$ cat config.mk
export PLATFORM = sky130hd
export DESIGN_NAME = retire_trace_buffer
export DESIGN_NICKNAME = d
export VERILOG_FILES = /design/src/rtl/retire_pkg.sv /design/src/rtl/trace_fifo.sv /design/src/rtl/retire_trace_buffer.sv
export SDC_FILE = /design/constraint.sdc
export NUM_CORES = 2
export LEC_CHECK = 0
export BUFFER_PORTS_ARGS = -buffer_cell sky130_fd_sc_hd__clkbuf_2
export CAP_MARGIN = 20
export CORE_MARGIN = 5
export CORE_UTILIZATION = 55
export DETAILED_ROUTE_END_ITERATION = 8
export GPL_TIMING_DRIVEN = 0
export PLACE_DENSITY = 0.71
export SETUP_SLACK_MARGIN = 0.2
export SLEW_MARGIN = 20
export SYNTH_ARGS = -nofsm -noshare
export SYNTH_HDL_FRONTEND = slang
export SYNTH_SLANG_ARGS = --single-unit
export TNS_END_PERCENT = 30
$ cat constraint.sdc
create_clock -name clk -period 11.6 [get_ports clk]
set_input_delay 1.16 -clock clk [delete_from_list [all_inputs] [get_ports clk]]
set_output_delay 1.16 -clock clk [all_outputs]
set_load 0.005 [all_outputs]
$ cat src/rtl/retire_pkg.sv
// Shared types and defaults for the retire trace buffer.
// Trace entries carry the retire sequence number, destination register and written value.
package retire_pkg;
    localparam int SEQ_W         = 16;
    localparam int DEFAULT_DEPTH = 8;

    typedef struct packed {
        logic [SEQ_W-1:0] seq;
        logic [4:0]       rd;
        logic [31:0]      data;
    } trace_entry_t;
endpackage

$ cat src/rtl/trace_fifo.sv
// First-word fall-through FIFO of trace entries with occupancy count.
// A push while full is accepted only when a pop happens in the same cycle.
module trace_fifo
    import retire_pkg::*;
#(
    parameter int DEPTH = DEFAULT_DEPTH
) (
    input  logic                   clk,
    input  logic                   reset,
    input  logic                   i_push,
    input  trace_entry_t           i_entry,
    input  logic                   i_pop,
    output trace_entry_t           o_head,
    output logic [$clog2(DEPTH):0] o_count,
    output logic                   o_full
);
    localparam int PTR_W = $clog2(DEPTH);
    localparam int CNT_W = PTR_W + 1;

    trace_entry_t       r_mem [DEPTH];
    logic [PTR_W-1:0]   r_wr_ptr;
    logic [PTR_W-1:0]   r_rd_ptr;
    logic [CNT_W-1:0]   r_count;
    logic               w_do_pop;
    logic               w_do_push;

    assign o_full    = (r_count == CNT_W'(DEPTH));
    assign w_do_pop  = i_pop && (r_count != '0);
    assign w_do_push = i_push && (!o_full || w_do_pop);
    assign o_head    = r_mem[r_rd_ptr];
    assign o_count   = r_count;

    // Storage is not reset; the count alone decides what is valid.
    always_ff @(posedge clk) begin
        if (w_do_push) begin
            r_mem[r_wr_ptr] <= i_entry;
        end
    end

    always_ff @(posedge clk or negedge reset) begin
        if (!reset) begin
            r_wr_ptr <= '0;
            r_rd_ptr <= '0;
            r_count  <= '0;
        end else begin
            if (w_do_push) begin
                r_wr_ptr <= r_wr_ptr + PTR_W'(1);
            end
            if (w_do_pop) begin
                r_rd_ptr <= r_rd_ptr + PTR_W'(1);
            end
            case ({w_do_push, w_do_pop})
                2'b10:   r_count <= r_count + CNT_W'(1);
                2'b01:   r_count <= r_count - CNT_W'(1);
                default: r_count <= r_count;
            endcase
        end
    end
endmodule

$ cat src/rtl/retire_trace_buffer.sv
// Captures retired register writes into a trace FIFO with sequence numbers,
// counts events lost to a full FIFO, and mirrors the register file in a shadow copy.
module retire_trace_buffer
    import retire_pkg::*;
#(
    parameter int DEPTH  = DEFAULT_DEPTH,
    parameter int DROP_W = 8
) (
    input  logic                   clk,
    input  logic                   reset,
    input  logic                   wb_valid,
    input  logic [4:0]             wb_rd,
    input  logic [31:0]            wb_data,
    output logic                   tr_valid,
    input  logic                   tr_ready,
    output logic [SEQ_W-1:0]       tr_seq,
    output logic [4:0]             tr_rd,
    output logic [31:0]            tr_data,
    output logic [$clog2(DEPTH):0] count,
    output logic                   overflow,
    output logic [DROP_W-1:0]      drop_cnt,
    input  logic                   clr_overflow,
    input  logic [4:0]             shadow_addr,
    output logic [31:0]            shadow_data
);
    logic [SEQ_W-1:0]  r_seq;
    logic              r_overflow;
    logic [DROP_W-1:0] r_drop_cnt;
    logic [31:0]       r_shadow [32];

    logic              w_evt;
    logic              w_pop;
    logic              w_full;
    logic              w_drop;
    trace_entry_t      w_entry;
    trace_entry_t      w_head;
    logic [$clog2(DEPTH):0] w_count;

    // Writes to x0 are architectural no-ops, so they are not traced at all.
    assign w_evt   = wb_valid && (wb_rd != 5'd0);
    assign w_pop   = tr_valid && tr_ready;
    assign w_drop  = w_evt && w_full && !w_pop;
    assign w_entry = '{seq: r_seq, rd: wb_rd, data: wb_data};

    trace_fifo #(
        .DEPTH (DEPTH)
    ) u_fifo (
        .clk     (clk),
        .reset   (reset),
        .i_push  (w_evt),
        .i_entry (w_entry),
        .i_pop   (w_pop),
        .o_head  (w_head),
        .o_count (w_count),
        .o_full  (w_full)
    );

    assign count       = w_count;
    assign tr_valid    = (w_count != '0);
    assign tr_seq      = w_head.seq;
    assign tr_rd       = w_head.rd;
    assign tr_data     = w_head.data;
    assign overflow    = r_overflow;
    assign drop_cnt    = r_drop_cnt;
    assign shadow_data = (shadow_addr == 5'd0) ? 32'd0 : r_shadow[shadow_addr];

    // Seq advances even on dropped events so the consumer can see the gap.
    always_ff @(posedge clk or negedge reset) begin
        if (!reset) begin
            r_seq      <= '0;
            r_overflow <= 1'b0;
            r_drop_cnt <= '0;
        end else begin
            if (w_evt) begin
                r_seq <= r_seq + SEQ_W'(1);
            end
            if (w_drop) begin
                r_overflow <= 1'b1;
            end else if (clr_overflow) begin
                r_overflow <= 1'b0;
            end
            if (clr_overflow) begin
                r_drop_cnt <= w_drop ? DROP_W'(1) : '0;
            end else if (w_drop && !(&r_drop_cnt)) begin
                r_drop_cnt <= r_drop_cnt + DROP_W'(1);
            end
        end
    end

    always_ff @(posedge clk or negedge reset) begin
        if (!reset) begin
            for (int i = 0; i < 32; i++) begin
                r_shadow[i] <= '0;
            end
        end else if (w_evt) begin
            r_shadow[wb_rd] <= wb_data;
        end
    end
endmodule
==> impl_metrics.env <==
export IMPL_status="finished clean"
export IMPL_period_needed_ns=5.99
export IMPL_rows=124
export IMPL_drc=0
export IMPL_rsz0062_at_grt="no"
export IMPL_avgSynthCellArea_um2=17.0
export IMPL_num_fill_cells=8254
export IMPL_netlist_area_mm2=0.0637
export IMPL_routed_wl_um=168000
export IMPL_initial_core_util=0.556
export IMPL_async_flop_share=0.714
export IMPL_drtPass1Iterations=5
export IMPL_r2r_start="u_fifo.o_count[3]"
export IMPL_core_mm2=0.115
export IMPL_overflow=0
export IMPL_finalWorstSetupSlack_ns=5.61
export IMPL_nNetsFinal=4141
export IMPL_worst_pin_slew_ns=1.17
export IMPL_synthFlopType="dfrtp_1"
export IMPL_cts_setup_buffers=0
export IMPL_ys_warn_count=0
export IMPL_portBuffers=141
export IMPL_rrSetupSlack_ns=7.91
export IMPL_dp_slack_ns=5.69
export IMPL_peakVddDrop_v=0.000187
export IMPL_synth_edf_count=424
export IMPL_root_buffer="clkbuf_16"
export IMPL_path_max_fanout=10
export IMPL_fin_util=0.631
export IMPL_seq_area_frac_synth=0.616
export IMPL_synth_area_leaders="dfrtp_1, edfxtp_1, mux2_2, mux4_2, clkbuf_1"
export IMPL_cts_made_buffers=152
export IMPL_drv_cap=0
export IMPL_grt_pass1_vias=37329
export IMPL_drt_iter0_markers=3275
export IMPL_area_delta_synth_final_pct=13.5
export IMPL_cp_start_kind="input port"
export IMPL_insertion_delay_ns=0.77
export IMPL_ctsResizeCount=0
export IMPL_fmax_mhz=167
export IMPL_hold_viol_final=0
export IMPL_yosys_register_bits=1483
export IMPL_crit_type="input port to output pin"
export IMPL_grt_first_pass_wirelength_um=250000
export IMPL_ant_nets=0
export IMPL_p_leak_nw=30.0
export IMPL_dp_cells=5444
export IMPL_num_vias=35998
export IMPL_tritoncts="yes"
export IMPL_seq_area_mm2=0.0392
export IMPL_cp_startpoint="shadow_addr[0]"
export IMPL_end_kind="output pin"
export IMPL_slew_viol_final=0
export IMPL_cp_required_ns=10.44
export IMPL_fin_cells=5730
export IMPL_setup_viol=0
export IMPL_wl_per_cell_um=29.4
export IMPL_layout_common_cells="mux2_2, dfrtp_1, edfxtp_1"
export IMPL_relSlewSlack=0.221
export IMPL_viasPerCell=6.28
export IMPL_fin_skew_ns=0.0257
export IMPL_period_share=0.516
export IMPL_hold_ws_ns=0.283
export IMPL_grt_antenna_before_repair=8
export IMPL_fp_dieW_um=350
export IMPL_dieArea_mm2=0.123
export IMPL_path_clk_slew_ns=0.06
export IMPL_clock_path_buffers=3
export IMPL_reg2reg_to="u_fifo.r_mem[4][7]"
export IMPL_ios=146
export IMPL_die_h_um=350
export IMPL_cts_max_level=4
export IMPL_cp_arrival_ns=4.83
export IMPL_final_common_cell="mux2_2"
export IMPL_grt_use_total=0.277
export IMPL_reg2reg_depth=8
export IMPL_dpl_hpwl_um=115000
export IMPL_yosysTopAreaCell="dfrtp_1"
export IMPL_synth_cell_type_count=48
export IMPL_synth_top_cell_area_share=0.416
export IMPL_grt_max_degree=91
export IMPL_drive_above_1_share=0.457
export IMPL_powerDensity_mw_per_mm2=205
export IMPL_hold_class="input port to async pin"
export IMPL_routabilityCongestion=0.922
export IMPL_multiInputGateArea_mm2=0.0231
export IMPL_hold_buffers=0
export IMPL_cts_sinks=1483
export IMPL_syn_nets=3801
export IMPL_synth_cells=3747
export IMPL_final_setup_tns_ns=0
area by class of cell:
type / count / share of cell area
Sequential cell: 1483 / 0.542
Multi-Input combinational cell: 1897 / 0.319
Clock buffer: 222 / 0.0621
Tap cell: 1512 / 0.0262
Timing Repair Buffer: 186 / 0.0213
Buffer: 360 / 0.0201
Clock inverter: 57 / 0.00836
Inverter: 7 / 0.000363
Antenna cell: 6 / 0.000208
layer usage:
layer,GRT usage,up-vias,wire [um]
li1,-,15002,-
met1,0.395,19408,71600
met2,0.437,1264,79100
met3,0.0565,322,11900
met4,0.0906,2,5570
met5,0,-,22
synthesized netlist by cell type, types with 6 or more instances:
library cell	instances
o21ai_0	53
xor2_1	8
a221oi_1	23
inv_1	6
nor2b_1	37
xnor2_1	15
mux2_2	1071
nor2_1	32
buf_1	55
nand2b_1	8
nand3_1	13
edfxtp_1	424
a211oi_1	32
clkbuf_1	230
nand2_1	48
a21oi_1	10
o2111ai_1	9
mux2_1	10
nor3_1	6
buf_2	74
ha_1	7
o21ai_1	6
dfrtp_1	1059
mux2i_1	64
a22oi_1	32
a311oi_1	33
mux4_2	330
sequential cells by signal (all words and copies together) (netlist names):
signal           count
drop_cnt             8
overflow             1
r_seq               16
r_shadow          1024
u_fifo.o_count       4
u_fifo.r_mem       424
u_fifo.r_rd_ptr      3
u_fifo.r_wr_ptr      3
worst max path at each step:
stage	end	slack (ns)
after floorplan	u_fifo.r_mem[4][0]	5.26
after global placement	r_shadow[134]	-16.77
after global routing	shadow_data[18]	5.61
final	shadow_data[18]	5.61
after CTS	shadow_data[18]	5.67
after detailed placement	shadow_data[18]	5.69
worst max-delay path, stage by stage:
cell,delay (ns)
clkbuf_1,0.26
inv_1,0.13
buf_2,0.33
clkbuf_2,0.57
clkbuf_1,0.74
o2111ai_1,0.50
a311oi_1,0.88
clkbuf_2,0.24
metrics by stage:
stage / power [mW] / cell area, um2
6_report: 14.8 / 72300
5_1_grt: 15.4 / 72300
4_1_cts: 14.9 / 72300
3_5_place_dp: 9.95 / 67200
3_3_place_gp: 9.82 / 66300
2_1_floorplan: 8.79 / 63700
cell families (layout without fill, tap and decap cells):
logic type                 count (synthesis)  in the layout  share of synthesized area
buffers and inverters                    367            832                     0.0232
DFF                                     1483           1483                      0.616
other                                      0              6                          0
and+or+nand+nor                          181            181                     0.0147
adders and majority gates                  7              7                    0.00137
AOI/OAI and AO/OA                        211            211                     0.0239
xor gates and xnor gates                  23             23                    0.00316
muxes                                   1475           1475                      0.318
report_power, final:
part | total [mW] | switching [mW] | internal [mW]
logic | 3.06 | 1.43 | 1.63
registers | 6.80 | 0.451 | 6.35
clock network | 4.95 | 2.09 | 2.86
total | 14.8 | 3.97 | 10.8
No activity file was read; power rests on OpenSTA's default activity.
